**config.mk**
```make
export PLATFORM = sky130hd
export DESIGN_NAME = pdm_capture
export DESIGN_NICKNAME = d
export VERILOG_FILES = /design/src/rtl/pdm_capture.sv
export SDC_FILE = /design/constraint.sdc
export NUM_CORES = 1
export LEC_CHECK = 0
export BUFFER_PORTS_ARGS = -buffer_cell sky130_fd_sc_hd__buf_2
export CORE_AREA = 2 2 70 72
export DETAILED_ROUTE_END_ITERATION = 12
export DIE_AREA = 0 0 72 74
export PLACE_DENSITY = 0.68
export RECOVER_POWER = 100
export SETUP_SLACK_MARGIN = 0.15
export SLEW_MARGIN = 20
export SYNTH_ARGS = -nofsm -noshare
export SYNTH_HDL_FRONTEND = slang
export SYNTH_SLANG_ARGS = --single-unit
```
**constraint.sdc**
```tcl
create_clock -name clk -period 2.33 [get_ports clk]
set_input_delay 0 -clock clk [delete_from_list [all_inputs] [get_ports clk]]
set_output_delay 0 -clock clk [all_outputs]
set_load 0.01 [all_outputs]
```
**src/rtl/pdm_capture.sv**
```systemverilog
// Stereo PDM front end: samples left on mic_clk rises and right on falls, boxcar-decimates
// DECIM bits per channel, and hands out (left, right) pairs on a valid/ready interface.
module pdm_capture #(
  parameter int DECIM = 64,
  parameter int OUT_W = $clog2(DECIM) + 1
) (
  input  logic             clk,
  input  logic             rst,
  input  logic             en,
  input  logic             mic_clk,
  input  logic             pdm_data,
  output logic [OUT_W-1:0] sample_l,
  output logic [OUT_W-1:0] sample_r,
  output logic             sample_valid,
  input  logic             sample_ready,
  output logic             overrun
);

  localparam int BW = $clog2(DECIM);
  localparam logic [BW-1:0] LAST = BW'(DECIM - 1);

  logic             mic_q, pdm_m, pdm_s, started;
  logic             rise, fall, frame_done, load;
  logic [OUT_W-1:0] acc_l, acc_r, bit_w;
  logic [BW-1:0]    bcnt;

  // mic_clk is already registered by the divider in this domain; only the data needs syncing
  always_ff @(posedge clk or negedge rst) begin
    if (!rst) begin
      mic_q <= 1'b0;
      pdm_m <= 1'b0;
      pdm_s <= 1'b0;
    end else begin
      mic_q <= mic_clk;
      pdm_m <= pdm_data;
      pdm_s <= pdm_m;
    end
  end

  always_comb begin
    rise       = mic_clk & ~mic_q;
    fall       = ~mic_clk & mic_q;
    bit_w      = OUT_W'(pdm_s);
    frame_done = en & started & fall & (bcnt == LAST);
    load       = frame_done & (~sample_valid | sample_ready);
  end

  // Alignment always restarts on a rise, so falls are ignored until the first rise is seen
  always_ff @(posedge clk or negedge rst) begin
    if (!rst) begin
      acc_l   <= '0;
      acc_r   <= '0;
      bcnt    <= '0;
      started <= 1'b0;
    end else if (!en) begin
      acc_l   <= '0;
      acc_r   <= '0;
      bcnt    <= '0;
      started <= 1'b0;
    end else if (!started) begin
      if (rise) begin
        started <= 1'b1;
        acc_l   <= bit_w;
      end
    end else if (rise) begin
      acc_l <= acc_l + bit_w;
    end else if (fall) begin
      if (bcnt == LAST) begin
        acc_l <= '0;
        acc_r <= '0;
        bcnt  <= '0;
      end else begin
        acc_r <= acc_r + bit_w;
        bcnt  <= bcnt + BW'(1);
      end
    end
  end

  // A completed frame that cannot be stored is dropped; the pending pair is never overwritten
  always_ff @(posedge clk or negedge rst) begin
    if (!rst) begin
      sample_l     <= '0;
      sample_r     <= '0;
      sample_valid <= 1'b0;
      overrun      <= 1'b0;
    end else begin
      overrun <= 1'b0;
      if (frame_done) begin
        if (load) begin
          sample_l     <= acc_l;
          sample_r     <= acc_r + bit_w;
          sample_valid <= 1'b1;
        end else begin
          overrun <= 1'b1;
        end
      end else if (sample_ready) begin
        sample_valid <= 1'b0;
      end
    end
  end

endmodule
```
==> impl_metrics.prom, run 1 <==
# TYPE chip_impl_metric gauge
chip_impl_info{name="gr-max-usage-layer",value="met1"} 1
chip_impl_metric{name="pwr-share-clk",unit=""} 0.393
chip_impl_metric{name="groute.layer.met1.usage",unit=""} 0.232
chip_impl_info{name="path_delay_family",value="simple AND/OR/NAND/NOR gates"} 1
chip_impl_metric{name="portBuffers",unit=""} 21
chip_impl_metric{name="power-per-cell-area",unit="nW/um^2"} 574
chip_impl_info{name="grt_setup_unrepaired",value="false"} 1
chip_impl_metric{name="critical_path_peak_fanout",unit=""} 12
chip_impl_metric{name="p_comb_frac",unit=""} 0.042
chip_impl_metric{name="syn_avg_cell_area",unit="um^2"} 11.3
chip_impl_metric{name="largest_net_degree_at_the_start_of_global_routing",unit=""} 41
chip_impl_metric{name="route.detailed.wl_per_inst",unit="um"} 14.3
chip_impl_metric{name="detail_route.vias_per_cell",unit=""} 5.26
chip_impl_metric{name="drt.antenna.violating_nets",unit=""} 0
chip_impl_metric{name="power.net_switching",unit="uW"} 294
chip_impl_metric{name="number_of_antenna_repair_diodes",unit=""} 0
chip_impl_metric{name="grt_util_all_layers",unit=""} 0.156
chip_impl_metric{name="postSynthRegisterBits",unit=""} 40
chip_impl_metric{name="dp.cells",unit=""} 246
chip_impl_info{name="hold_path.class",value="in -> reg"} 1
chip_impl_info{name="synth.area.top_cells",value="sky130_fd_sc_hd__dfrtp_1 (50%), sky130_fd_sc_hd__mux2_4 (7.5%), sky130_fd_sc_hd__nand2_1 (3.9%)"} 1
chip_impl_metric{name="gp_congestion",unit=""} 0.757
chip_impl_metric{name="netlist_area",unit="um^2"} 2000
chip_impl_info{name="postSynth.topFlopCell",value="sky130_fd_sc_hd__dfrtp_1"} 1
chip_impl_metric{name="post_synth_num_cell_types",unit=""} 41
chip_impl_info{name="slowest_library_cell_on_the_worst_path",value="sky130_fd_sc_hd__or2_0"} 1
chip_impl_info{name="tritoncts",value="yes"} 1
chip_impl_metric{name="irDropWorstVdd",unit="mV"} 0.368
chip_impl_metric{name="r2r_setup_slack",unit="ns"} 0.29
chip_impl_metric{name="global_route.overflow_total",unit=""} 0
chip_impl_metric{name="dpl_hpwl",unit="um"} 2520
chip_impl_info{name="crit_chain",value="ha_1 > nand2_1 > or2_0 > nor2_8 > mux2_1"} 1
chip_impl_metric{name="crit_path_max_incr_delay",unit="ns"} 0.45
chip_impl_metric{name="global_route.usage.met3",unit=""} 0.0447
chip_impl_metric{name="final_max_slew_viol_count",unit=""} 0
chip_impl_metric{name="switching_share",unit=""} 0.235
chip_impl_metric{name="die-height",unit="um"} 74
chip_impl_metric{name="max_freq",unit="GHz"} 0.491
chip_impl_metric{name="timing.critical_path.buf_inv",unit=""} 0
chip_impl_metric{name="drv.max_cap_violation_count",unit=""} 0
chip_impl_metric{name="power_leakage",unit="uW"} 0.000985
chip_impl_metric{name="grt_use_met2",unit=""} 0.209
chip_impl_info{name="startpoint_types",value="flip-flop"} 1
chip_impl_metric{name="clk_buf_depth",unit=""} 2
chip_impl_metric{name="h-tree-depth",unit=""} 2
chip_impl_info{name="layout_common_cells",value="sky130_fd_sc_hd__dfrtp_1 (40), sky130_fd_sc_hd__nand2_1 (21), sky130_fd_sc_hd__clkbuf_1 (19)"} 1
chip_impl_metric{name="multi_input_comb_area",unit="um^2"} 892
chip_impl_metric{name="tritoncts_num_sinks",unit=""} 40
chip_impl_metric{name="layoutNonFillerInstCount",unit=""} 257
chip_impl_info{name="final_common_cell",value="sky130_fd_sc_hd__dfrtp_1"} 1
chip_impl_metric{name="grt_first_pass_wirelength",unit="um"} 6170
chip_impl_metric{name="fin_nets",unit=""} 214
chip_impl_metric{name="synthArstFlopShare",unit=""} 1.00
chip_impl_metric{name="cts_buffers",unit=""} 5
chip_impl_info{name="worst-setup-path-type",value="reg -> reg"} 1
chip_impl_metric{name="drive_above_1_share",unit=""} 0.118
chip_impl_metric{name="wl",unit="um"} 3660
chip_impl_metric{name="synth-edff-count",unit=""} 0
chip_impl_metric{name="setup-violations-final",unit=""} 0
chip_impl_metric{name="area_used_by_sequential_logic_in_the_layout",unit="um^2"} 1000
chip_impl_metric{name="synth-warning-count",unit=""} 0
chip_impl_metric{name="arrival",unit="ns"} 2.22
chip_impl_metric{name="fin_crit_sh",unit=""} 0.875
chip_impl_metric{name="final_period_minus_worst_setup_slack",unit="ns"} 2.04
chip_impl_metric{name="final_hold_viol_count",unit=""} 0
chip_impl_metric{name="synthDominantCellAreaShare",unit=""} 0.499
chip_impl_metric{name="ioPinCount",unit=""} 22
chip_impl_metric{name="first_global_vias",unit=""} 1233
chip_impl_metric{name="seq_area_frac_synth",unit=""} 0.499
chip_impl_metric{name="p_int",unit="uW"} 957
chip_impl_metric{name="layout.filler_cells",unit=""} 429
chip_impl_metric{name="drc_errors",unit=""} 0
chip_impl_metric{name="placement.setup.worst_slack",unit="ns"} 0.343
chip_impl_metric{name="power_frac_seq",unit=""} 0.565
chip_impl_metric{name="worst_slew_pin_tran",unit="ns"} 0.977
chip_impl_metric{name="drt_pass1_iterations",unit=""} 4
chip_impl_metric{name="floorplan.core_area",unit="um^2"} 4600
chip_impl_metric{name="grt_antenna_before_repair",unit=""} 0
chip_impl_metric{name="syn_inst",unit=""} 177
chip_impl_info{name="clock_tree.root_cell",value="sky130_fd_sc_hd__clkbuf_8"} 1
chip_impl_metric{name="syn2layout_area_growth",unit="%"} 8.74
chip_impl_metric{name="slew_headroom",unit=""} 0.349
chip_impl_metric{name="area_of_the_die",unit="um^2"} 5330
chip_impl_metric{name="clock_latency",unit="ns"} 0.30
chip_impl_metric{name="detailedRoute.firstIterationViolations",unit=""} 55
chip_impl_info{name="worst_setup_path_end_kind",value="flip-flop"} 1
chip_impl_metric{name="initial_utilization",unit=""} 0.436
chip_impl_metric{name="vias",unit=""} 1352
chip_impl_metric{name="total_power",unit="uW"} 1250
chip_impl_metric{name="finalWorstSetupSlack",unit="ns"} 0.292
chip_impl_metric{name="placementRows",unit=""} 25
chip_impl_metric{name="syn_nets",unit=""} 189
chip_impl_metric{name="required",unit="ns"} 2.51
chip_impl_metric{name="die_width",unit="um"} 72
chip_impl_metric{name="fin_tns_setup",unit="ns"} 0
chip_impl_metric{name="cts.reportedPaths.clkPinSlew",unit="ns"} 0.08
chip_impl_metric{name="finalCoreUtilization",unit=""} 0.474
chip_impl_metric{name="timing.clock.skew",unit="ns"} 0.00709
chip_impl_info{name="synth_largest_area_cell",value="sky130_fd_sc_hd__dfrtp_1"} 1
chip_impl_info{name="status",value="finished clean"} 1
[flip-flops by register name, summed over array words and instances, names as in the netlist]
signal	cells
pdm_s	1
bcnt	6
acc_r	7
sample_valid	1
pdm_m	1
acc_l	7
overrun	1
sample_l	7
started	1
sample_r	7
mic_q	1
[worst reg2reg max path, stage by stage, from the launching register on]
cell and delay, ns:
sky130_fd_sc_hd__dfrtp_1 0.43, sky130_fd_sc_hd__ha_1 0.23, sky130_fd_sc_hd__nand2_1 0.11, sky130_fd_sc_hd__or2_0 0.45
sky130_fd_sc_hd__nor2_8 0.33, sky130_fd_sc_hd__mux2_1 0.37
[final timing paths]
path	startpoint	end	cells after the start
max in group asynchronous	rst	sample_r[4]	2
setup / recovery	bcnt[0]	sample_l[5]	5
hold reg to reg	pdm_m	pdm_s	0
hold / removal	sample_ready	overrun	3
min in group asynchronous	rst	bcnt[2]	2
setup reg to reg	bcnt[0]	sample_l[5]	5
[cells in the mapped netlist (2+ instances only)]
library cell	number
sky130_fd_sc_hd__nand4_1	4
sky130_fd_sc_hd__clkbuf_1	3
sky130_fd_sc_hd__mux2_2	4
sky130_fd_sc_hd__a31oi_1	4
sky130_fd_sc_hd__dfrtp_1	40
sky130_fd_sc_hd__or2_2	2
sky130_fd_sc_hd__xnor2_1	6
sky130_fd_sc_hd__mux2_4	10
sky130_fd_sc_hd__and2_1	3
sky130_fd_sc_hd__o31ai_1	2
sky130_fd_sc_hd__nor3_1	3
sky130_fd_sc_hd__o22ai_1	2
sky130_fd_sc_hd__a21boi_0	5
sky130_fd_sc_hd__nand3_1	6
sky130_fd_sc_hd__and3_1	4
sky130_fd_sc_hd__a21oi_1	6
sky130_fd_sc_hd__o21ai_0	13
sky130_fd_sc_hd__buf_6	2
sky130_fd_sc_hd__nand2_1	21
sky130_fd_sc_hd__ha_1	6
sky130_fd_sc_hd__nor2b_1	2
sky130_fd_sc_hd__nand3b_1	2
sky130_fd_sc_hd__nor2_1	8
sky130_fd_sc_hd__o2bb2ai_1	2
[cell type report]
class                   count  share of cell area
clock buffers               6              0.0379
clock inverters             2             0.00689
multi-input cells         129               0.409
flip-flops and latches     40               0.459
well taps                  54              0.0310
repair buffers             26              0.0557
[metrics by stage]
step	instance area [um^2]	hold WS [ns]
CTS	2240	0.0546
global placement	2110	0.107
finish	2180	0.0542
floorplan	2000	-0.296
global route	2180	0.104
detailed placement	2110	0.111
[power by group through the flow]
stage	sequential, uW	combinational, uW	clock [uW]
6_report	707	52.5	491
5_1_grt	709	60.6	529
4_1_cts	707	55.2	505
3_5_place_dp	721	51.2	0
3_3_place_gp	720	50.3	0
2_1_floorplan	719	27.2	0
[logic make-up after synthesis]
kind of cell | after synthesis | synth area share
fa+ha+maj | 6 | 0.0375
flops | 40 | 0.499
compound gates | 38 | 0.119
mux | 14 | 0.0974
xor+xnor | 7 | 0.0306
buf+inv | 8 | 0.0387
simple gates | 64 | 0.177
[what timing repair did]
| item | CTS | global route |
|---|---|---|
| hold endpoints to repair | 42 | 0 |
| hold buffers | 3 | 0 |
| gates resized for setup | 0 | 0 |
| setup buffers | 0 | 0 |
[per-layer routing]
metal | vias to the layer above | wire, um
li1 | 683 | -
met1 | 630 | 1970
met2 | 31 | 1470
met3 | 8 | 145
met4 | 0 | 83
met5 | - | 0
Power figures use the tool's default switching activity.
==> run 2: changes to the inputs <==
--- a/config.mk
+++ b/config.mk
@@ -6,10 +6,10 @@
 export NUM_CORES = 1
 export LEC_CHECK = 0
 export BUFFER_PORTS_ARGS = -buffer_cell sky130_fd_sc_hd__buf_2
-export CORE_AREA = 2 2 70 72
+export CORE_AREA = 2 2 63 65
 export DETAILED_ROUTE_END_ITERATION = 12
-export DIE_AREA = 0 0 72 74
-export PLACE_DENSITY = 0.68
+export DIE_AREA = 0 0 65 67
+export PLACE_DENSITY = 0.8
 export RECOVER_POWER = 100
 export SETUP_SLACK_MARGIN = 0.15
 export SLEW_MARGIN = 20
==> impl_metrics.prom, run 2 (synthesis results as in run 1) <==
# TYPE chip_impl_metric gauge
chip_impl_metric{name="critical_path_peak_fanout",unit=""} 12
chip_impl_metric{name="route.detailed.wl_per_inst",unit="um"} 14.3
chip_impl_metric{name="fin_crit_sh",unit=""} 0.864
chip_impl_metric{name="worst_slew_pin_tran",unit="ns"} 0.912
chip_impl_metric{name="number_of_antenna_repair_diodes",unit=""} 0
chip_impl_metric{name="power-per-cell-area",unit="nW/um^2"} 567
chip_impl_metric{name="global_route.overflow_total",unit=""} 0
chip_impl_metric{name="required",unit="ns"} 2.50
chip_impl_metric{name="multi_input_comb_area",unit="um^2"} 892
chip_impl_metric{name="drt.antenna.violating_nets",unit=""} 0
chip_impl_metric{name="wl",unit="um"} 3600
chip_impl_metric{name="finalWorstSetupSlack",unit="ns"} 0.316
chip_impl_metric{name="die-height",unit="um"} 67
chip_impl_metric{name="power_leakage",unit="uW"} 0.000985
chip_impl_metric{name="r2r_setup_slack",unit="ns"} 0.32
chip_impl_metric{name="post_cts_resize_count",unit=""} 0
chip_impl_metric{name="placementRows",unit=""} 22
chip_impl_info{name="hold_path_end",value="overrun"} 1
chip_impl_info{name="worst_setup_path_end_kind",value="flip-flop"} 1
chip_impl_metric{name="portBuffers",unit=""} 21
chip_impl_info{name="final_common_cell",value="sky130_fd_sc_hd__dfrtp_1"} 1
chip_impl_metric{name="cts_buffers",unit=""} 5
chip_impl_metric{name="grt_util_all_layers",unit=""} 0.196
chip_impl_metric{name="detail_route.vias_per_cell",unit=""} 5.57
chip_impl_metric{name="die_width",unit="um"} 65
chip_impl_metric{name="dpl_hpwl",unit="um"} 2640
chip_impl_metric{name="setup-violations-final",unit=""} 0
chip_impl_metric{name="drive_above_1_share",unit=""} 0.118
chip_impl_metric{name="drt_pass1_iterations",unit=""} 4
chip_impl_metric{name="max_freq",unit="GHz"} 0.497
chip_impl_metric{name="gp_congestion",unit=""} 0.810
chip_impl_info{name="clock_tree.root_cell",value="sky130_fd_sc_hd__clkbuf_8"} 1
chip_impl_metric{name="clk_buf_depth",unit=""} 2
chip_impl_metric{name="ctsHoldBuffers",unit=""} 3
chip_impl_info{name="worstHoldStart",value="sample_ready"} 1
chip_impl_info{name="worst-setup-path-type",value="reg -> reg"} 1
chip_impl_info{name="status",value="finished clean"} 1
chip_impl_info{name="reg2reg_from",value="bcnt[0]"} 1
chip_impl_metric{name="fin_nets",unit=""} 214
chip_impl_metric{name="drv.max_cap_violation_count",unit=""} 0
chip_impl_metric{name="initial_utilization",unit=""} 0.556
chip_impl_metric{name="drc_errors",unit=""} 0
chip_impl_metric{name="grt_antenna_before_repair",unit=""} 0
chip_impl_metric{name="final_max_slew_viol_count",unit=""} 0
chip_impl_info{name="layout_common_cells",value="sky130_fd_sc_hd__dfrtp_1 (40), sky130_fd_sc_hd__nand2_1 (21), sky130_fd_sc_hd__clkbuf_1 (19)"} 1
chip_impl_metric{name="cts.reportedPaths.clkPinSlew",unit="ns"} 0.08
chip_impl_metric{name="final_hold_viol_count",unit=""} 0
chip_impl_metric{name="detailedRoute.firstIterationViolations",unit=""} 49
chip_impl_metric{name="clock_latency",unit="ns"} 0.29
chip_impl_metric{name="ioPinCount",unit=""} 22
chip_impl_metric{name="first_global_vias",unit=""} 1412
chip_impl_metric{name="grt_first_pass_wirelength",unit="um"} 6440
chip_impl_metric{name="timing.clock.skew",unit="ns"} 0.00900
chip_impl_metric{name="layout.filler_cells",unit=""} 309
chip_impl_metric{name="placement.setup.worst_slack",unit="ns"} 0.392
chip_impl_metric{name="reg2reg_path_depth",unit=""} 5
chip_impl_metric{name="h-tree-depth",unit=""} 2
chip_impl_metric{name="hold-path-cell-count",unit=""} 3
chip_impl_metric{name="arrival",unit="ns"} 2.18
chip_impl_metric{name="final_period_minus_worst_setup_slack",unit="ns"} 2.01
chip_impl_metric{name="syn2layout_area_growth",unit="%"} 8.36
chip_impl_metric{name="area_used_by_sequential_logic_in_the_layout",unit="um^2"} 1000
chip_impl_info{name="regToRegEndpoint",value="sample_r[4]"} 1
chip_impl_metric{name="post_cts_buffers",unit=""} 0
chip_impl_metric{name="irDropWorstVdd",unit="mV"} 0.420
chip_impl_metric{name="floorplan.core_area",unit="um^2"} 3610
chip_impl_metric{name="area_of_the_die",unit="um^2"} 4360
chip_impl_info{name="grt_setup_unrepaired",value="false"} 1
chip_impl_info{name="startpoint_types",value="flip-flop"} 1
chip_impl_metric{name="tritoncts_num_sinks",unit=""} 40
chip_impl_metric{name="fin_tns_setup",unit="ns"} 0
chip_impl_info{name="tritoncts",value="yes"} 1
chip_impl_metric{name="slew_headroom",unit=""} 0.392
chip_impl_info{name="hold_path.class",value="in -> reg"} 1
chip_impl_metric{name="vias",unit=""} 1398
chip_impl_metric{name="largest_net_degree_at_the_start_of_global_routing",unit=""} 41
run 2: cell counts in the layout (fill, tap and decap cells not counted):
No cell type changed its count.
run 2: cell type report:
type                            instances  area share
Sequential cell                        40       0.461
Clock buffer                            6      0.0380
Multi-Input combinational cell        129       0.411
Tap cell                               48      0.0276
Timing Repair Buffer                   26      0.0559
Clock inverter                          2     0.00691
run 2: where the power goes:
group	internal [uW]	switching (uW)
Clock	239	233
Sequential	700	7.31
Combinational	17.0	34.2
Total	956	275
run 2: worst max path at each step:
stage                             end    start  slack (ns)  depth (start not counted)
after floorplan           sample_l[0]  bcnt[0]        0.61                          7
after global placement    sample_l[6]  bcnt[0]        0.46                          5
after detailed placement  sample_l[1]  bcnt[0]        0.39                          5
after CTS                 sample_l[6]  bcnt[0]        0.37                          5
after global routing      sample_l[4]  bcnt[1]        0.19                          5
final                     sample_r[4]  bcnt[0]        0.32                          5
run 2: per-layer routing:
| metal | global-route usage | part of all wire |
|---|---|---|
| met5 | 0 | 0 |
| met1 | 0.252 | 0.46 |
| met2 | 0.322 | 0.48 |
| met3 | 0.0439 | 0.043 |
| met4 | 0.0798 | 0.013 |
run 2: stage by stage:
step | util | power, uW | hold WS, ns | instance area (um^2) | cells
after global placement | 0.584 | 768 | 0.109 | 2110 | 240
final | 0.602 | 1230 | 0.0922 | 2170 | 251
after CTS | 0.620 | 1250 | 0.0951 | 2230 | 251
after floorplan | - | 746 | -0.296 | 2000 | 177
after detailed placement | 0.584 | 771 | 0.116 | 2110 | 240
after global routing | 0.602 | 1290 | 0.150 | 2170 | 251
run 2: critical path, stage by stage (launching register included):
cell and delay, ns:
sky130_fd_sc_hd__dfrtp_1 0.42, sky130_fd_sc_hd__ha_1 0.25, sky130_fd_sc_hd__nand2_1 0.11, sky130_fd_sc_hd__or2_0 0.44, sky130_fd_sc_hd__nor2_8 0.31, sky130_fd_sc_hd__mux2_1 0.35
